$ cat src/rtl/ether_width_packer.sv
// ether_width_packer: packs a stream of IN_W-bit words into OUT_W-bit words, MSB-first.
// Valid/ready on both sides, zero-padded flush on endRun, FlushDone pulse and a
// per-run count of consumed output words.
module ether_width_packer #(
    parameter int IN_W  = 12,
    parameter int OUT_W = 16,
    parameter int CNT_W = 24
) (
    input  logic             Clock,
    input  logic             Reset,
    input  logic [IN_W-1:0]  DataIn,
    input  logic             StrobeIn,
    output logic             ReadyIn,
    input  logic             endRun,
    output logic [OUT_W-1:0] DataOut,
    output logic             StrobeOut,
    input  logic             ReadyOut,
    output logic             FlushDone,
    output logic [CNT_W-1:0] WordCount
);

    // Accumulator holds at most OUT_W-1 residual bits plus one accepted word.
    localparam int ACC_W  = IN_W + OUT_W - 1;
    localparam int FILL_W = $clog2(ACC_W + 1);

    localparam logic [FILL_W-1:0] OUT_FILL = FILL_W'(OUT_W);
    localparam logic [FILL_W-1:0] IN_FILL  = FILL_W'(IN_W);

    localparam logic [1:0] ST_RUN   = 2'd0;
    localparam logic [1:0] ST_FLUSH = 2'd1;
    localparam logic [1:0] ST_DONE  = 2'd2;

    logic [1:0]        state_q,  state_d;
    logic [FILL_W-1:0] fill_q,   fill_d;
    logic [ACC_W-1:0]  acc_q,    acc_d;
    logic [OUT_W-1:0]  data_q,   data_d;
    logic              strobe_q, strobe_d;
    logic [CNT_W-1:0]  count_q,  count_d;

    logic              accept;
    logic              out_free;
    logic              consume;
    logic              emit_full;
    logic              emit_pad;
    logic [ACC_W-1:0]  in_aligned;
    logic [ACC_W-1:0]  acc_base;
    logic [FILL_W-1:0] fill_base;

    assign ReadyIn   = (state_q == ST_RUN) && (fill_q < OUT_FILL);
    assign accept    = StrobeIn && ReadyIn;
    assign out_free  = !strobe_q || ReadyOut;
    assign consume   = strobe_q && ReadyOut;

    // Emission decisions look at the fill level before this cycle's accept.
    assign emit_full = out_free && (fill_q >= OUT_FILL);
    assign emit_pad  = out_free && (state_q == ST_FLUSH) &&
                       (fill_q != '0) && (fill_q < OUT_FILL);

    // Incoming word placed at the top of the accumulator before shifting into position.
    assign in_aligned = ACC_W'(DataIn) << (ACC_W - IN_W);

    assign DataOut   = data_q;
    assign StrobeOut = strobe_q;
    assign FlushDone = (state_q == ST_DONE);
    assign WordCount = count_q;

    // Accumulator: remove the emitted word first, then append the accepted word below the residue.
    always_comb begin
        acc_base  = acc_q;
        fill_base = fill_q;
        if (emit_full) begin
            acc_base  = acc_q << OUT_W;
            fill_base = fill_q - OUT_FILL;
        end else if (emit_pad) begin
            // Bits below the valid region are always zero, so the top slice is already padded.
            acc_base  = '0;
            fill_base = '0;
        end
        acc_d  = acc_base;
        fill_d = fill_base;
        if (accept) begin
            acc_d  = acc_base | (in_aligned >> fill_base);
            fill_d = fill_base + IN_FILL;
        end
    end

    // Output register: load on emit, drop strobe when free and nothing to load, else hold.
    always_comb begin
        data_d   = data_q;
        strobe_d = strobe_q;
        if (emit_full || emit_pad) begin
            data_d   = acc_q[ACC_W-1 -: OUT_W];
            strobe_d = 1'b1;
        end else if (out_free) begin
            strobe_d = 1'b0;
        end
    end

    // Run / flush / done sequencing.
    always_comb begin
        state_d = state_q;
        case (state_q)
            ST_RUN: begin
                if (endRun) begin
                    state_d = ST_FLUSH;
                end
            end
            ST_FLUSH: begin
                if ((fill_q == '0) && !strobe_q) begin
                    state_d = ST_DONE;
                end
            end
            ST_DONE: begin
                state_d = ST_RUN;
            end
            default: begin
                state_d = ST_RUN;
            end
        endcase
    end

    // Consumed-word counter, cleared as the flush completes.
    always_comb begin
        if (state_q == ST_DONE) begin
            count_d = '0;
        end else begin
            count_d = count_q + CNT_W'(consume);
        end
    end

    // State registers with synchronous reset discarding any held bits.
    always_ff @(posedge Clock) begin
        if (Reset) begin
            state_q  <= ST_RUN;
            fill_q   <= '0;
            acc_q    <= '0;
            data_q   <= '0;
            strobe_q <= 1'b0;
            count_q  <= '0;
        end else begin
            state_q  <= state_d;
            fill_q   <= fill_d;
            acc_q    <= acc_d;
            data_q   <= data_d;
            strobe_q <= strobe_d;
            count_q  <= count_d;
        end
    end

endmodule
$ cat config.mk
export PLATFORM = sky130hd
export DESIGN_NAME = ether_width_packer
export DESIGN_NICKNAME = d
export VERILOG_FILES = /design/src/rtl/ether_width_packer.sv
export SDC_FILE = /design/constraint.sdc
export NUM_CORES = 1
export LEC_CHECK = 0
export ABC_AREA = 0
export CORE_MARGIN = 5
export CORE_UTILIZATION = 58
export CTS_CLUSTER_DIAMETER = 60
export CTS_CLUSTER_SIZE = 28
export DETAILED_ROUTE_END_ITERATION = 16
export PLACE_DENSITY = 0.95
export SETUP_SLACK_MARGIN = 0.5
export SLEW_MARGIN = 30
export SYNTH_ARGS = -nofsm -noshare
export SYNTH_HDL_FRONTEND = slang
export SYNTH_SLANG_ARGS = --single-unit
$ cat constraint.sdc
create_clock -name Clock -period 4.9 [get_ports Clock]
set_input_delay 0.735 -clock Clock [delete_from_list [all_inputs] [get_ports Clock]]
set_output_delay 0.735 -clock Clock [all_outputs]
set_load 0.05 [all_outputs]
=== Yosys cells after proc, flatten, opt, wreduce, memory -nomap -nowiden ===
Index checks and enable logic that the tools add are counted.
W data, S select, Z words.

* Bits in registers: 75
* Input port bits: 17
* Output and inout bits: 43

* Add/subtract/negate cells: 3
* Magnitude comparators: 2
* Equality and inequality tests: 4
* Shift-type cells: 1
* Multiplexer cells: 11
* Bitwise logic cells: 1
* Reductions and logical operators: 17

{| class="wikitable"
|+ Operator list
! cell !! number
|-
| $mux W27 || 3
|-
| $or A27 B27 Y27 || 1
|-
| $shr A27 B5 Y27 || 1
|-
| $add A24 B1 Y24 || 1
|-
| $mux W5 || 3
|-
| $logic_and A1 B1 Y1 || 8
|-
| $add A5 B4 Y5 const B || 1
|-
| $ge A5 B5 Y1 const B || 1
|-
| $logic_not A5 Y1 || 1
|-
| $lt A5 B5 Y1 const B || 1
|-
| $reduce_bool A5 Y1 || 1
|-
| $sub A5 B5 Y5 const B || 1
|-
| $mux W2 || 2
|-
| $pmux W2 S2 || 1
|-
| $eq A2 B1 Y1 const B || 1
|-
| $eq A2 B2 Y1 const B || 1
|-
| $logic_not A2 Y1 || 1
|-
| $logic_or A1 B1 Y1 || 2
|-
| $mux W1 || 2
|-
| $ne A2 B1 Y1 const B || 1
|-
| $ne A2 B2 Y1 const B || 1
|-
| $reduce_and A2 Y1 || 1
|-
| $reduce_bool A2 Y1 || 1
|-
| $reduce_or A2 Y1 || 1
|-
| $logic_not A1 Y1 || 1
|}

=== Logic depth before layout (Yosys ltp) ===
Gate-level depths: netlist of run 1.

* Word-level depth: 10
* Gate-level depth with buffers: 9
* Depth with buffers taken out: 7

=== Worst setup path before layout of run 1 ===
No wires, ideal clock.

* Path type: reg2reg
* Start point: register fill_q[4]
* End point: register acc_q[18]
* Data arrival time: 2.620 ns
* Required time: 4.819 ns
* Path slack: 2.199 ns
* Cell stages (with the launch flop): 8
* Path through: dfxtp_1 -> buf_2 -> nor3_1 -> nand2_1 -> nor3_1 -> buf_2 -> nand2_1 -> a41oi_1

* Elaborated cells between the ends (all ways): 16

{| class="wikitable"
|+ RTL lines
! item !! RTL line !! RTL
|-
| from (decl) || 34 || <nowiki>logic [FILL_W-1:0] fill_q, fill_d;</nowiki>
|-
| from (signal assigned) || 142 || <nowiki>fill_q <= fill_d;</nowiki>
|-
| $lt A5 B5 Y1 || 49 || <nowiki>assign ReadyIn = (state_q == ST_RUN) && (fill_q < OUT_FILL);</nowiki>
|-
| $logic_and A1 B1 Y1 || 49 ||
|-
| via ReadyIn || 13 || <nowiki>output logic ReadyIn,</nowiki>
|-
| $logic_and A1 B1 Y1 || 50 || <nowiki>assign accept = StrobeIn && ReadyIn;</nowiki>
|-
| $mux W27 || 81 || <nowiki>if (accept) begin</nowiki>
|-
| to (signal assigned) || 136 || <nowiki>acc_q <= '0;</nowiki>
|-
| to (signal assigned) || 143 || <nowiki>acc_q <= acc_d;</nowiki>
|-
| to (decl) || 35 || <nowiki>logic [ACC_W-1:0] acc_q, acc_d;</nowiki>
|}

The timed path passes the listed nets, and every way through them passes these cells.
A chain may end at the register's enable or synchronous reset.

=== Worst setup path after layout of run 1 ===
* Start point: input ReadyOut
* End point: register acc_q[10]

* Word-level cells in the longest chain between the ends: 9
* Elaborated cells between the ends (all ways): 12

{| class="wikitable"
|+ RTL lines
! item !! RTL line !! RTL
|-
| from (decl) || 17 || <nowiki>input logic ReadyOut,</nowiki>
|-
| $logic_or A1 B1 Y1 (*) || 51 || <nowiki>assign out_free = !strobe_q || ReadyOut;</nowiki>
|-
| $logic_and A1 B1 Y1 (2 in series) || 56 || <nowiki>assign emit_pad = out_free && (state_q == ST_FLUSH) &&</nowiki>
|-
| $logic_and A1 B1 Y1 || 57 || <nowiki>(fill_q != '0) && (fill_q < OUT_FILL);</nowiki>
|-
| $mux W5 || 74 || <nowiki>end else if (emit_pad) begin</nowiki>
|-
| $mux W5 || 71 || <nowiki>if (emit_full) begin</nowiki>
|-
| $shr A27 B5 Y27 || 82 || <nowiki>acc_d = acc_base | (in_aligned >> fill_base);</nowiki>
|-
| $or A27 B27 Y27 || 82 ||
|-
| $mux W27 (*) || 81 ||
|}

Every way passes the cells marked *; elsewhere a longest branch is shown, timed or not.

==> results.py, run 1 <==
metrics = {
    "hold_path": {
        "holdPathStages": 2,
        "min_path_type": "register to register",
    },
    "floorplan": {
        "floorplan.rows": 30,
        "die_h_um": 92.3,
        "fp.coreArea_um2": 6680,
        "die_w_um": 92.3,
        "io_pins": 60,
        "start_util_pct": 58.7,
        "dieArea_um2": 8510,
    },
    "timing": {
        "setup_viol": 0,
        "slew_violations": 0,
        "final.min_clock_period_ns": 3.63,
        "final.setup.worst_slack_ns": 1.27,
        "clock.fmax_mhz": 275,
        "finalHoldViolations": 0,
        "rsz0062_at_grt": "false",
        "post-route-period-util_pct": 74.1,
        "setup-tns-final_ns": 0,
        "tightest_slew_ns": 0.932,
        "finClkSkew_ns": 0.00996,
        "slew_headroom_pct": 37.9,
    },
    "cts": {
        "cts_buffer_depth": 2,
        "cts_resized": 0,
        "hold_buffers": 0,
        "cts_tree": "built",
        "cts.sinks": 75,
        "insertion_delay_ns": 0.35,
        "cts_setup_buffers": 0,
        "cts_buffers": 9,
        "cts_root_buf": "clkbuf_8",
        "htreeDepth": 3,
        "clk_pin_slew_ns": 0.08,
    },
    "yosys": {
        "synthArstFlopShare_pct": 0,
        "netlist_instances": 483,
        "synth_edf_count": 0,
        "yosysWarnings": 0,
        "ys_seq_area_share_pct": 38.3,
        "syn_avg_cell_area_um2": 8.13,
        "synth_ff_type": "dfxtp_1",
        "synthDistinctLibCells": 62,
        "synth-seq-cells": 75,
        "synth_area_um2": 3930,
        "syn_nets": 503,
    },
    "setup_path": {
        "r2r_slack_ns": 1.79,
        "end_kind": "register",
        "worstReg2RegEnd": "acc_q[10]",
        "crit_path_max_fanout": 17,
        "slowest_delay_ns": 0.87,
        "crit_path_start_kind": "primary input",
        "critPathRequiredTime_ns": 5.13,
        "setup.worst_path.start": "ReadyOut",
        "critPathKind": "primary input to register",
        "r2r.worst_path.cells": 6,
        "rr_startpoint": "StrobeOut",
        "endpoint": "acc_q[10]",
        "crit_path_cell_trace": "clkdlybuf4s50_1, nand2b_1, a21oi_1, inv_1, and2_1, a221o_1, a32o_1",
        "critPathSlowestCell": "a21oi_1",
        "worst_ep_arrival_time_ns": 3.86,
    },
    "finish": {
        "fin_nets": 544,
        "area_growth_pct": 20.3,
        "final_common_cell": "dfxtp_1",
        "n_antenna_cell": 0,
        "final_cell_mix": "dfxtp_1 (75), nand2_1 (71), clkdlybuf4s50_1 (59)",
        "layout-drive-gt1-share_pct": 7.94,
    },
    "detailed_routing": {
        "via_per_inst": 6.42,
        "wl_per_cell_um": 18.0,
        "firstDrtPassIters": 6,
        "routed_wl_mm": 10.9,
        "detail-route-antenna-nets": 0,
        "drt-initial-drc-count": 334,
        "vias": 3907,
        "drc_errors": 0,
    },
    "global_route": {
        "grt_pass1_vias": 3756,
        "antenna_found_initial": 0,
        "grt_max_degree": 38,
        "track_usage_pct": 26.1,
        "globalRouteOverflowTotal": 0,
        "grt_pass1_wl_mm": 18.0,
    },
    "pwr": {
        "leakagePower_nw": 1.58,
        "finalPower_mw": 1.52,
        "powerDensity_nw_per_um2": 323,
        "irDropWorstVdd_v": 0.000218,
    },
    "place": {
        "portBuffers": 59,
        "hpwl_mm": 7.79,
        "gp_congestion": 0.975,
        "preCtsSetupSlack_ns": 1.08,
    },
    "run": {
        "cap_violations": 0,
    },
    "run_status": {
        "outcome": "finished clean",
    },
}
[through the flow]
stage / hold WS (ns) / cell area (µm²) / util [%] / std cells
3_5_place_dp: 0.444 / 4490 / 67.2 / 593
3_3_place_gp: 0.442 / 4480 / 67.1 / 593
4_1_cts: 0.456 / 4720 / 70.7 / 609
2_1_floorplan: 0.417 / 3930 / - / 483
5_1_grt: 0.482 / 4720 / 70.7 / 609
6_report: 0.451 / 4720 / 70.7 / 609
[logic make-up (layout without fill, tap and decap cells)]
logic type               count (synthesis)  in the layout  synth area share [%]
AO/OA/AOI/OAI                          125            125                  22.4
XOR/XNOR                                19             19                  4.24
AND/OR/NAND/NOR                        197            197                  23.8
adder cells (fa/ha/maj)                  3              3                 0.956
flip-flops                              75             75                  38.3
multiplexers                            18             18                  4.81
buffers and inverters                   46             92                  5.55
[power by group]
group	internal (mW)	leakage (nW)	total [mW]	switching, mW
clock	0.305	0.113	0.543	0.238
combinational	0.101	0.863	0.308	0.207
sequential	0.641	0.607	0.672	0.0306
[cells in the mapped netlist (2+ instances only)]
cell	number	area share (%)
nor2_1	48	4.6
nand3_1	19	2.4
mux2i_1	11	2.8
dfxtp_1	75	38
o211ai_1	9	1.7
or3_1	3	0.48
a22oi_1	10	1.9
nor2b_1	2	0.32
buf_2	9	1.1
and3_1	4	0.64
buf_4	5	0.96
nor4_1	6	0.96
clkbuf_1	19	1.8
o22ai_1	4	0.64
o31ai_1	2	0.38
o21a_1	2	0.38
xor2_1	7	1.6
a211oi_1	6	1.1
mux2_2	7	2.0
nand2_1	71	6.8
ha_1	3	0.96
inv_1	11	1.1
buf_6	2	0.57
o211ai_2	4	1.3
a32oi_1	4	0.89
o21ai_0	10	1.3
and2_1	4	0.64
a21oi_1	38	4.8
a221oi_1	2	0.45
nor3_1	14	1.8
and4_1	2	0.45
nand4_1	11	1.8
a31oi_1	6	0.96
a222oi_1	6	1.5
xnor2_1	12	2.7
and3b_1	2	0.45
a2111oi_0	4	0.89
o21ai_1	3	0.38
a2bb2oi_1	3	0.67
[metal layers]
layer / wire [µm] / global-route usage (%) / vias to the layer above
met4: 501 / 14.4 / 0
met3: 839 / 5.50 / 46
li1: - / - / 1842
met5: 0 / 0 / -
met1: 4410 / 31.8 / 1810
met2: 5190 / 42.8 / 209
[registers in the layout, indices dropped and copies added, names as in the netlist]
register / count
fill_q: 5
DataOut: 16
WordCount: 24
state_q: 2
acc_q: 27
StrobeOut: 1
[worst min path at each step]
stage | endpoint | slack, ns | startpoint
3_5_place_dp | DataOut[3] | 0.44 | DataOut[3]
5_1_grt | DataOut[6] | 0.48 | DataOut[6]
6_report | DataOut[3] | 0.45 | DataOut[3]
4_1_cts | DataOut[3] | 0.46 | DataOut[3]
2_1_floorplan | acc_q[6] | 0.42 | acc_q[6]
3_3_place_gp | DataOut[11] | 0.44 | DataOut[11]
[final cells by class]
| type | instances | area (µm²) |
|---|---|---|
| clock buffers | 10 | 138 |
| multi-input cells | 362 | 2210 |
| well taps | 80 | 100 |
| clock inverters | 6 | 93.8 |
| flip-flops and latches | 75 | 1500 |
| repair buffers | 65 | 636 |
| inverters | 11 | 41.3 |
| fillers | 556 | 1960 |
[worst max-delay path: cells and delay by family]
kind,cells,cell delay [ns]
AOI/OAI and AO/OA,3,1.44
buffers and inverters,2,0.92
and+or+nand+nor,2,0.76
(Power assumes the default switching activity.)
==> run 2, diff against run 1 <==
- CORE_UTILIZATION: 58 -> 49
- PLACE_DENSITY: 0.95 -> 0.87
- clock period: 4.9 -> 3.3 ns (I/O delays scaled with it)
==> results.py, run 2 (synthesis results as in run 1) <==
metrics = {
    "run_status": {
        "outcome": "finished clean",
    },
    "detailed_routing": {
        "vias": 3898,
        "firstDrtPassIters": 5,
        "drt-initial-drc-count": 340,
        "routed_wl_mm": 11.1,
        "via_per_inst": 6.12,
        "drc_errors": 0,
        "wl_per_cell_um": 17.5,
        "detail-route-antenna-nets": 0,
    },
    "hold_path": {
        "min_path_type": "register to register",
    },
    "floorplan": {
        "io_pins": 60,
        "fp.coreArea_um2": 7770,
        "floorplan.rows": 32,
        "start_util_pct": 50.5,
        "die_h_um": 99.5,
        "dieArea_um2": 9900,
        "die_w_um": 99.5,
    },
    "timing": {
        "finClkSkew_ns": 0.00869,
        "slew_violations": 0,
        "slew_headroom_pct": 51.6,
        "setup-tns-final_ns": 0,
        "finalHoldViolations": 0,
        "rsz0062_at_grt": "false",
        "clock.fmax_mhz": 398,
        "final.min_clock_period_ns": 2.51,
        "post-route-period-util_pct": 76.1,
        "setup_viol": 0,
        "tightest_slew_ns": 0.724,
    },
    "setup_path": {
        "crit_path_cell_trace": "or3b_1, nor2_4, a21oi_2, buf_4, a222oi_1, a31oi_1",
        "crit_path_start_kind": "register",
        "critPathRequiredTime_ns": 3.53,
        "path_buf_inv": 1,
        "critPathKind": "register to register",
        "crit_family": "simple AND/OR/NAND/NOR gates",
        "crit_path_max_fanout": 40,
        "slowest_delay_ns": 0.68,
        "end_kind": "register",
        "critPathSlowestCell": "or3b_1",
        "worst_ep_arrival_time_ns": 2.74,
    },
    "global_route": {
        "grt_max_degree": 41,
        "grt_pass1_vias": 3759,
        "grt_util_met3_pct": 5.19,
        "antenna_found_initial": 0,
        "track_usage_pct": 22.7,
        "grt_pass1_wl_mm": 18.3,
        "use_met2_pct": 39.3,
        "use_met1_pct": 26.5,
        "grt-busiest-layer": "met2",
        "globalRouteOverflowTotal": 0,
    },
    "cts": {
        "cts_root_buf": "clkbuf_8",
        "cts_buffers": 9,
        "cts_tree": "built",
        "hold_buffers": 0,
        "insertion_delay_ns": 0.36,
        "cts_setup_buffers": 0,
        "cts_resized": 0,
        "cts_buffer_depth": 2,
        "clk_pin_slew_ns": 0.08,
        "htreeDepth": 3,
        "cts.sinks": 75,
    },
    "finish": {
        "largest_register": "acc_q",
        "area_growth_pct": 22.4,
        "n_antenna_cell": 0,
        "layout-drive-gt1-share_pct": 8.79,
        "final_common_cell": "dfxtp_1",
        "fin_nets": 550,
        "final_cell_mix": "dfxtp_1 (75), nand2_1 (71), clkdlybuf4s50_1 (59)",
        "n_fill_cell": 693,
        "largest_reg_flops": 27,
    },
    "pwr": {
        "leakagePower_nw": 1.62,
        "finalPower_mw": 2.33,
        "powerDensity_nw_per_um2": 485,
        "irDropWorstVdd_v": 0.000285,
    },
    "place": {
        "gp_congestion": 1.02,
        "portBuffers": 59,
        "hpwl_mm": 8.08,
    },
    "run": {
        "cap_violations": 0,
    },
}
-- run 2: worst paths after layout --
kind                            startpoint    endpoint  slack [ns]  cells after the start
worst max register to register  state_q[0]   acc_q[13]        0.79                      6
worst min register to register  DataOut[2]  DataOut[2]        0.46                      2
worst max-delay path            state_q[0]   acc_q[13]        0.79                      6
worst min-delay path            DataOut[2]  DataOut[2]        0.46                      2
-- run 2: routing by layer --
| layer | wire [µm] | vias up |
|---|---|---|
| met5 | 0 | - |
| met4 | 392 | 0 |
| met3 | 673 | 33 |
| met2 | 5460 | 132 |
| met1 | 4620 | 1879 |
| li1 | - | 1854 |
-- run 2: final cells by class --
type	count	area [µm²]	share of cell area (%)
Timing Repair Buffer	71	681	14.2
Multi-Input combinational cell	362	2210	45.9
Inverter	11	41.3	0.859
Sequential cell	75	1500	31.2
Clock buffer	9	124	2.58
Clock inverter	7	124	2.58
Tap cell	102	128	2.66
-- run 2: power breakdown --
group | internal, mW | leakage [nW] | switching (mW)
clock | 0.507 | 0.120 | 0.357
combinational | 0.160 | 0.890 | 0.308
sequential | 0.952 | 0.607 | 0.0452
total | 1.62 | 1.62 | 0.710
-- run 2: worst register-to-register path: stages, from the launching register on --
cell and delay [ns]:
dfxtp_1 0.44, or3b_1 0.68, nor2_4 0.40, a21oi_2 0.10, buf_4 0.27, a222oi_1 0.39
a31oi_1 0.11
-- run 2: metrics by stage --
stage	hold slack, ns	utilization (%)	cells	instance area, µm²	setup slack (ns)
2_1_floorplan	0.417	-	483	3930	0.599
3_3_place_gp	0.443	58.7	621	4560	0.705
3_5_place_dp	0.445	58.7	621	4560	0.668
4_1_cts	0.458	61.9	637	4800	0.808
5_1_grt	0.477	61.9	637	4800	0.619
6_report	0.455	61.9	637	4800	0.789
==> run 3, diff against run 2 <==
- clock period: 3.3 -> 2 ns (I/O delays scaled with it)
==> results.py, run 3 (synthesis results as in run 1) <==
metrics = {
    "finish": {
        "final_cell_mix": "buf_4 (98), nand2_1 (60), dfxtp_1 (47)",
        "largest_register": "acc_q",
        "largest_reg_flops": 27,
        "final_common_cell": "buf_4",
        "layout-drive-gt1-share_pct": 53.1,
        "instances_no_fill": 771,
        "final_core_util_pct": 88.4,
        "fin_nets": 684,
        "n_antenna_cell": 0,
        "area_growth_pct": 74.9,
    },
    "global_route": {
        "grt_pass1_wl_mm": 25.4,
        "globalRouteOverflowTotal": 0,
        "grt_pass1_vias": 4835,
        "track_usage_pct": 32.5,
        "grt_max_degree": 25,
        "antenna_found_initial": 0,
    },
    "timing": {
        "finalHoldViolations": 0,
        "hold_slack_ns": 0.468,
        "tightest_slew_ns": 0.614,
        "setup_viol": 9,
        "clock.fmax_mhz": 436,
        "slew_headroom_pct": 58.9,
        "final.setup.worst_slack_ns": -0.293,
        "rsz0062_at_grt": "true",
        "slew_violations": 0,
        "final.min_clock_period_ns": 2.29,
        "post-route-period-util_pct": 115,
        "finClkSkew_ns": 0.0111,
    },
    "pwr": {
        "leakagePower_nw": 2.63,
        "p_sw_mw": 1.72,
        "finalPower_mw": 4.53,
        "seqPwrFrac_pct": 36.1,
        "internal_power_mw": 2.81,
        "combPwrFrac_pct": 38.4,
        "p_sw_share_pct": 38.0,
        "irDropWorstVdd_v": 0.000537,
        "powerDensity_nw_per_um2": 659,
        "pwr-share-clk_pct": 25.5,
    },
    "setup_path": {
        "critPathKind": "register to register",
        "crit_path_start_kind": "register",
        "critPathRequiredTime_ns": 2.27,
        "end_kind": "register",
        "setup.worst_path.start": "state_q[0]",
        "crit_path_max_fanout": 5,
        "rr_startpoint": "state_q[0]",
        "worst_ep_arrival_time_ns": 2.56,
    },
    "cts": {
        "cts_buffers": 9,
        "insertion_delay_ns": 0.37,
        "cts_root_buf": "clkbuf_8",
        "cts.sinks": 75,
        "cts_buffer_depth": 2,
        "cts_tree": "built",
        "htreeDepth": 3,
        "clk_pin_slew_ns": 0.09,
    },
    "run_status": {
        "failed_checks": "negative setup slack",
        "outcome": "complete, but fails checks",
    },
    "run": {
        "cap_violations": 0,
    },
    "detailed_routing": {
        "wl_per_cell_um": 27.6,
        "drc_errors": 0,
        "drt-initial-drc-count": 1122,
        "routed_wl_mm": 21.3,
        "via_per_inst": 7.05,
        "vias": 5432,
        "firstDrtPassIters": 8,
        "detail-route-antenna-nets": 0,
    },
    "hold_path": {
        "min_from": "DataOut[11]",
        "min_path_type": "register to register",
    },
    "floorplan": {
        "dieArea_um2": 9900,
        "start_util_pct": 50.5,
        "die_h_um": 99.5,
        "io_pins": 60,
        "die_w_um": 99.5,
        "floorplan.rows": 32,
        "fp.coreArea_um2": 7770,
    },
    "place": {
        "dp.cells": 690,
        "hpwl_mm": 9.62,
        "gp_congestion": 1.01,
        "portBuffers": 59,
        "preCtsSetupSlack_ns": -0.278,
    },
}
## run 3: per-layer routing
layer | vias to the layer above | global-route usage (%) | routed length (µm)
li1 | 2136 | - | -
met3 | 207 | 6.31 | 2530
met2 | 581 | 56.0 | 9650
met4 | 0 | 18.4 | 1940
met5 | - | 0 | 0
met1 | 2508 | 37.6 | 7190
## run 3: final timing paths
kind,slack (ns),endpoint,cells past startpoint
worst max-delay path,-0.29,acc_q[7],9
worst min-delay path,0.47,DataOut[11],2
worst max register to register,-0.29,acc_q[7],9
worst min register to register,0.47,DataOut[11],2
## run 3: power groups by stage
stage / registers (mW) / clock network (mW) / logic, mW
after floorplan: 1.70 / 0 / 0.624
after global placement: 1.65 / 0 / 1.05
after detailed placement: 1.65 / 0 / 1.07
after CTS: 1.62 / 1.13 / 1.38
after global routing: 1.64 / 1.21 / 1.76
final: 1.64 / 1.15 / 1.74
## run 3: through the flow
step	area, µm²	TNS [ns]
2_1_floorplan	4290	0
5_1_grt	6870	-1.23
4_1_cts	6270	0
6_report	6870	-1.20
3_3_place_gp	5400	-6.63
3_5_place_dp	5400	-8.93
## run 3: cell type report
type / instances / area (µm²)
clock inverter: 7 / 56.3
tap: 102 / 128
multi-input combinational: 368 / 3040
inverter: 11 / 47.5
timing repair buffer: 199 / 1920
clock buffer: 9 / 124
sequential: 75 / 1560
fill: 291 / 902
## run 3: worst max-delay path, cell delays in order, from the launching register on
cell and delay [ns]:
dfxtp_2 0.34, buf_4 0.14, nor3b_4 0.15, buf_6 0.14
buf_4 0.14, nand2_2 0.13, a2bb2oi_1 0.53, buf_4 0.25
a21oi_1 0.10, o31ai_1 0.27
## run 3: repair_timing
item                                    CTS  global route
gates cloned                              5             3
buffers inserted                         36            21
hold buffers                              0             0
pin swaps                                41            44
endpoints found under the setup margin  106            79
endpoints found under the hold margin     0             0
resized for setup                       205            95
==> variant 1, RTL diff (flow settings as in run 2) <==
Set the parameter `IN_W` to 8 (it was 12).
--- a/src/rtl/ether_width_packer.sv
+++ b/src/rtl/ether_width_packer.sv
@@ -2,7 +2,7 @@
 // Valid/ready on both sides, zero-padded flush on endRun, FlushDone pulse and a
 // per-run count of consumed output words.
 module ether_width_packer #(
-    parameter int IN_W  = 12,
+    parameter int IN_W  = 8,
     parameter int OUT_W = 16,
     parameter int CNT_W = 24
 ) (
Interface: changed (resized DataIn); port bits go from 60 to 56. No check against the original RTL was run, so the function may have changed too.
==> variant 1 against run 2 <==
- sequential cell count down 4
- via count fell by 18%
- synthesized cell count is 17% lower
- design area decreased by 13%
- sequential share of layout area grew 2.7 points
- worst setup slack better by 0.081 ns
- synthesized area decreased by 14%
- fmax is 3.3% higher
- clock skew about the same
- routed wire length decreased by 26%
Power is not compared: it rests on default switching activity, and its combinational part moved more than twofold at a synthesized area within 25%.
==> variant 1: results (changes against run 2) <==
- Post-synth top cells: 71 x dfxtp_1, 61 x nand2_1, 44 x nor2_1, 32 x a21oi_1, 18 x nand3_1
- RR Startpoint: fill_q[1]
- Yosys warns: 0 (unchanged)
- Primary FF master, synth: dfxtp_1
- Proportion of layout cells with a drive suffix above 1: 9.91% (+1.1 points)
- Max FFs per register: 24 (-11%)
- Run status: finished clean
- Post-CTS Setup Inserts: 0 (unchanged)
- Synthesized Nets: 414 (-18%)
- Worst Skew: 0.00878 ns (+0.0000888 ns)
- WL per Instance: 15.5 µm (-11%)
- First-pass GRT wire length: 13.7 mm (-25%)
- Crit-path slowest cell: clkdlybuf4s50_1
- Vias post-DR: 3,179 (-18%)
- Setup Slack @ Placement: 0.657 ns (-0.0107 ns)
- Largest net degree at the start of global routing: 27 (-34%)
- Largest fanout on the critical path: 14 (-65%)
- Synthesized area per cell: 8.50 µm² (+4.6%)
- Worst-Margin Slew: 0.610 ns (-0.114 ns)
- Crit path largest cell delay: 0.85 ns (+0.17 ns)
- Final Net Count: 464 (-16%)
- Initial antenna violation count: 0 (unchanged)
- CP arrival: 1.93 ns (-0.81 ns)
- Final HPWL DP: 5.97 mm (-26%)
- Placed cell area: 3960 µm² (-13%)
- Synth area leaders: dfxtp_1 42%, nand2_1 6.8%, nor2_1 4.9%
- Vias in the first global route: 2,960 (-21%)
- Port Buffers: 55 (-6.8%)
- Clk Latency, worst-skew pair: 0.34 ns (-0.02 ns)
- Total GRT Usage: 19.3% (-3.4 points)
- Critical path launch point: fill_q[4]
- GPL Wtd Cong: 0.882 (-14%)
- DR pass1 iterations: 7 (+2)
- Peak supply drop: 0.269 mV
- Placed Instances: 518 (-17%)
- Post-synth cell types: 59 (-4.8%)
- Cell family with most CP delay: buffers and inverters
- Routed WL: 8.28 mm (-26%)
- Initial DRC Count: 198 (-42%)
- Sequential fraction of the synthesis area: 41.9% (+3.7 points)
## variant 1: cell types whose count changed after synthesis, sizes merged, moves of 5 or more
cell	before	now
nand2	71	61
o211ai	13	3
o21ai	13	5
clkbuf	19	12
mux2i	11	4
buf	16	10
nand4	11	5
a211oi	6	1
o311ai	0	5
## variant 1: per-layer routing
| layer | global-route usage [%] | part of all wire (%) | wire length (µm) |
|---|---|---|---|
| met1 | 24.0 | 42 | 3490 |
| met2 | 31.4 | 46 | 3820 |
| met3 | 5.15 | 8.5 | 705 |
| met4 | 8.67 | 3.2 | 267 |
| met5 | 0 | 0 | 0 |
## variant 1: cells by family after synthesis
family                     count (synthesis)  share of synthesized area, %
and+or+nand+nor                          174                          24.8
AOI/OAI and AO/OA                         90                          19.3
DFF                                       71                          41.9
buffers and inverters                     32                          4.76
xor gates and xnor gates                  19                          4.91
muxes                                     11                          3.51
adders and majority gates                  2                         0.738
## variant 1: worst register-to-register path, cell delays in order (launching register included)
cell,delay (ns)
dfxtp_1,0.48
or2_4,0.33
or4_4,0.47
a21oi_4,0.54
buf_4,0.27
a222oi_1,0.07
a21oi_1,0.15
## variant 1: cell type report
cell class	instances	area [µm²]
clock buffer	9	124
clock inverter	7	96.3
fill	567	2570
inverter	10	37.5
multi-input combinational	296	1810
sequential	71	1420
tap	80	100
timing repair buffer	61	596
## variant 1: worst paths after layout
check | endpoint | slack, ns | cells past startpoint
worst max-delay path | ReadyIn | 0.87 | 2
worst min-delay path | DataOut[2] | 0.46 | 2
worst max register to register | acc_q[16] | 0.92 | 6
worst min register to register | DataOut[2] | 0.46 | 2
## variant 1: metrics by stage
| step | hold slack (ns) | power [mW] |
|---|---|---|
| floorplan | 0.425 | 1.07 |
| global placement | 0.438 | 1.13 |
| detailed placement | 0.448 | 1.13 |
| CTS | 0.462 | 1.89 |
| global route | 0.487 | 1.94 |
| finish | 0.459 | 1.88 |
## variant 1: power groups by stage
stage                     combinational [mW]  sequential [mW]  clock (mW)
after floorplan                        0.145            0.924           0
after global placement                 0.213            0.917           0
after detailed placement               0.216            0.917           0
after CTS                              0.217            0.897       0.774
after global routing                   0.237            0.901       0.806
final                                  0.219            0.898       0.764
==> variant 2, RTL diff (config.mk and constraints of run 2) <==
Without the edit above. Reset style: asynchronous (`Reset`), changed in one clocked block. Comments in the files are not updated.
--- a/src/rtl/ether_width_packer.sv
+++ b/src/rtl/ether_width_packer.sv
@@ -129,7 +129,7 @@
     end
 
     // State registers with synchronous reset discarding any held bits.
-    always_ff @(posedge Clock) begin
+    always_ff @(posedge Clock or posedge Reset) begin
         if (Reset) begin
             state_q  <= ST_RUN;
             fill_q   <= '0;
Function: differs if Reset is asserted again (counterexample within 4 cycles, from zero or initial values and one cycle with Reset high); with Reset held inactive, the same outputs for 10 cycles.
==> variant 2 against run 2 <==
- register-to-register slack better by 0.23 ns
- routed wire length fell by 15%
- die area up 0.98%
- synthesized area is 1.1% higher
- critical path depth down 3
- design area up 1.7%
- via count shrank 13%
- worst setup slack lost 0.11 ns
- count of clock-buffer cells in the layout grew 1
- sequential cell count is the same
- non-clock buffer count down 4
Power is not compared: it rests on default switching activity, and its combinational part moved more than twofold at a synthesized area within 25%.
==> variant 2: results (changes against run 2) <==
- Synthesized Nets: 421 (-16%)
- Syn Inst Count: 401 (-17%)
- Leak: 2.09 nW
- Seq area share: 38.4% (+7.1 points)
- Final Net Count: 479 (-13%)
- # fillers: 628 (-9.4%)
- Final HPWL DP: 6.84 mm (-15%)
- Async SR Flop Fraction: 100% (+100 points)
- Post-synth cell types: 57 (-8.1%)
- Post-synth top cells: 75 x dfrtp_1, 41 x nor2_1, 38 x nand2_1, 29 x o21ai_0, 18 x mux2_2
- Largest net degree at the start of global routing: 44 (+7.3%)
- Placed cell area: 4660 µm² (+2.3%)
- Total GRT Usage: 19.9% (-2.9 points)
- Vias post-DR: 3,384 (-13%)
- Initial DRC Count: 211 (-38%)
- Period minus WS final: 2.62 ns (+0.109 ns)
- Synth area leaders: dfrtp_1 47%, mux2_2 5.1%, nor2_1 3.9%
- GPL Wtd Cong: 0.899 (-12%)
- Clk Latency, worst-skew pair: 0.34 ns (-0.02 ns)
- First-pass GRT wire length: 16.1 mm (-12%)
- Startpoint of the worst hold path: acc_q[0]
- Reg2Reg Setup Slack: 1.02 ns (+0.23 ns)
- Setup Slack @ Placement: 0.569 ns (-0.0983 ns)
- Signal buf overhead: 13.6% (-0.60 points)
- Vias in the first global route: 3,191 (-15%)
- Proportion of layout cells with a drive suffix above 1: 12.5% (+3.7 points)
- Critical R2R Capture: acc_q[21]
- CP arrival: 2.12 ns (-0.62 ns)
- Vias/cell: 5.98 (-2.3%)
- Critical Path End: FlushDone
- Placed Instances: 550 (-11%)
- Critical path launch point: state_q[0]
- Routed WL: 9.47 mm (-15%)
- Bufs w/o clock: 67 (-5.6%)
- Sequential fraction of the synthesis area: 47.3% (+9.1 points)
- Run status: finished clean
- CLK BUF: 10 (+1)
- RR Startpoint: fill_q[4]
- Worst Skew: 0.0115 ns (+0.00283 ns)
- #MultiIn Comb: 297 (-18%)
- Share of cell area taken by multi-input logic gates: 40.1% (-5.8 points)
-- variant 2: changes by cell type in the layout (fill, tap and decap cells not counted), sizes merged, moves of 5 or more --
cell	delta
nor3	-5
nand4	-6
dfxtp	-75
o211ai	-10
nor2b	+6
a22o	+5
dfrtp	+75
nand3	-7
nand2	-33
o21ai	+19
a221o	+5
a21oi	-24
mux2	+11
-- variant 2: logic make-up after synthesis --
| group | count (synthesis) | synth area share (%) |
|---|---|---|
| fa+ha+maj | 3 | 0.946 |
| buf+inv | 29 | 3.25 |
| simple gates | 151 | 19.1 |
| flops | 75 | 47.3 |
| xor+xnor | 17 | 3.75 |
| compound gates | 96 | 16.8 |
| mux | 30 | 8.77 |
-- variant 2: through the flow --
stage | total power, mW | hold WS, ns | util, %
2_1_floorplan | 2.62 | 0.450 | -
3_3_place_gp | 3.08 | 0.464 | 59.7
3_5_place_dp | 3.13 | 0.475 | 59.7
4_1_cts | 3.92 | 0.493 | 62.6
5_1_grt | 4.14 | 0.520 | 62.6
6_report | 3.91 | 0.489 | 62.6
-- variant 2: metal layers --
layer	wire length [µm]	global-route usage [%]	part of all wire, %
met5	0	0	0
met4	129	5.70	1.4
met3	632	3.89	6.7
met2	4490	30.5	47
met1	4220	28.7	44
-- variant 2: worst min-delay path by stage --
stage	to	cells after the start
CTS	acc_q[2]	2
detailed placement	acc_q[0]	2
finish	acc_q[0]	2
global placement	acc_q[1]	2
global route	DataOut[8]	1
floorplan	acc_q[1]	2
-- variant 2: report_power, final --
group	leakage, nW	switching, mW	internal (mW)
Combinational	0.969	1.12	0.672
Clock	0.117	0.347	0.448
Sequential	1.01	0.178	1.15
-- variant 2: critical path: stages (launching register included) --
cell and delay (ns):
dfrtp_1 0.45, and2b_1 0.22, buf_4 0.26, clkdlybuf4s50_1 0.85
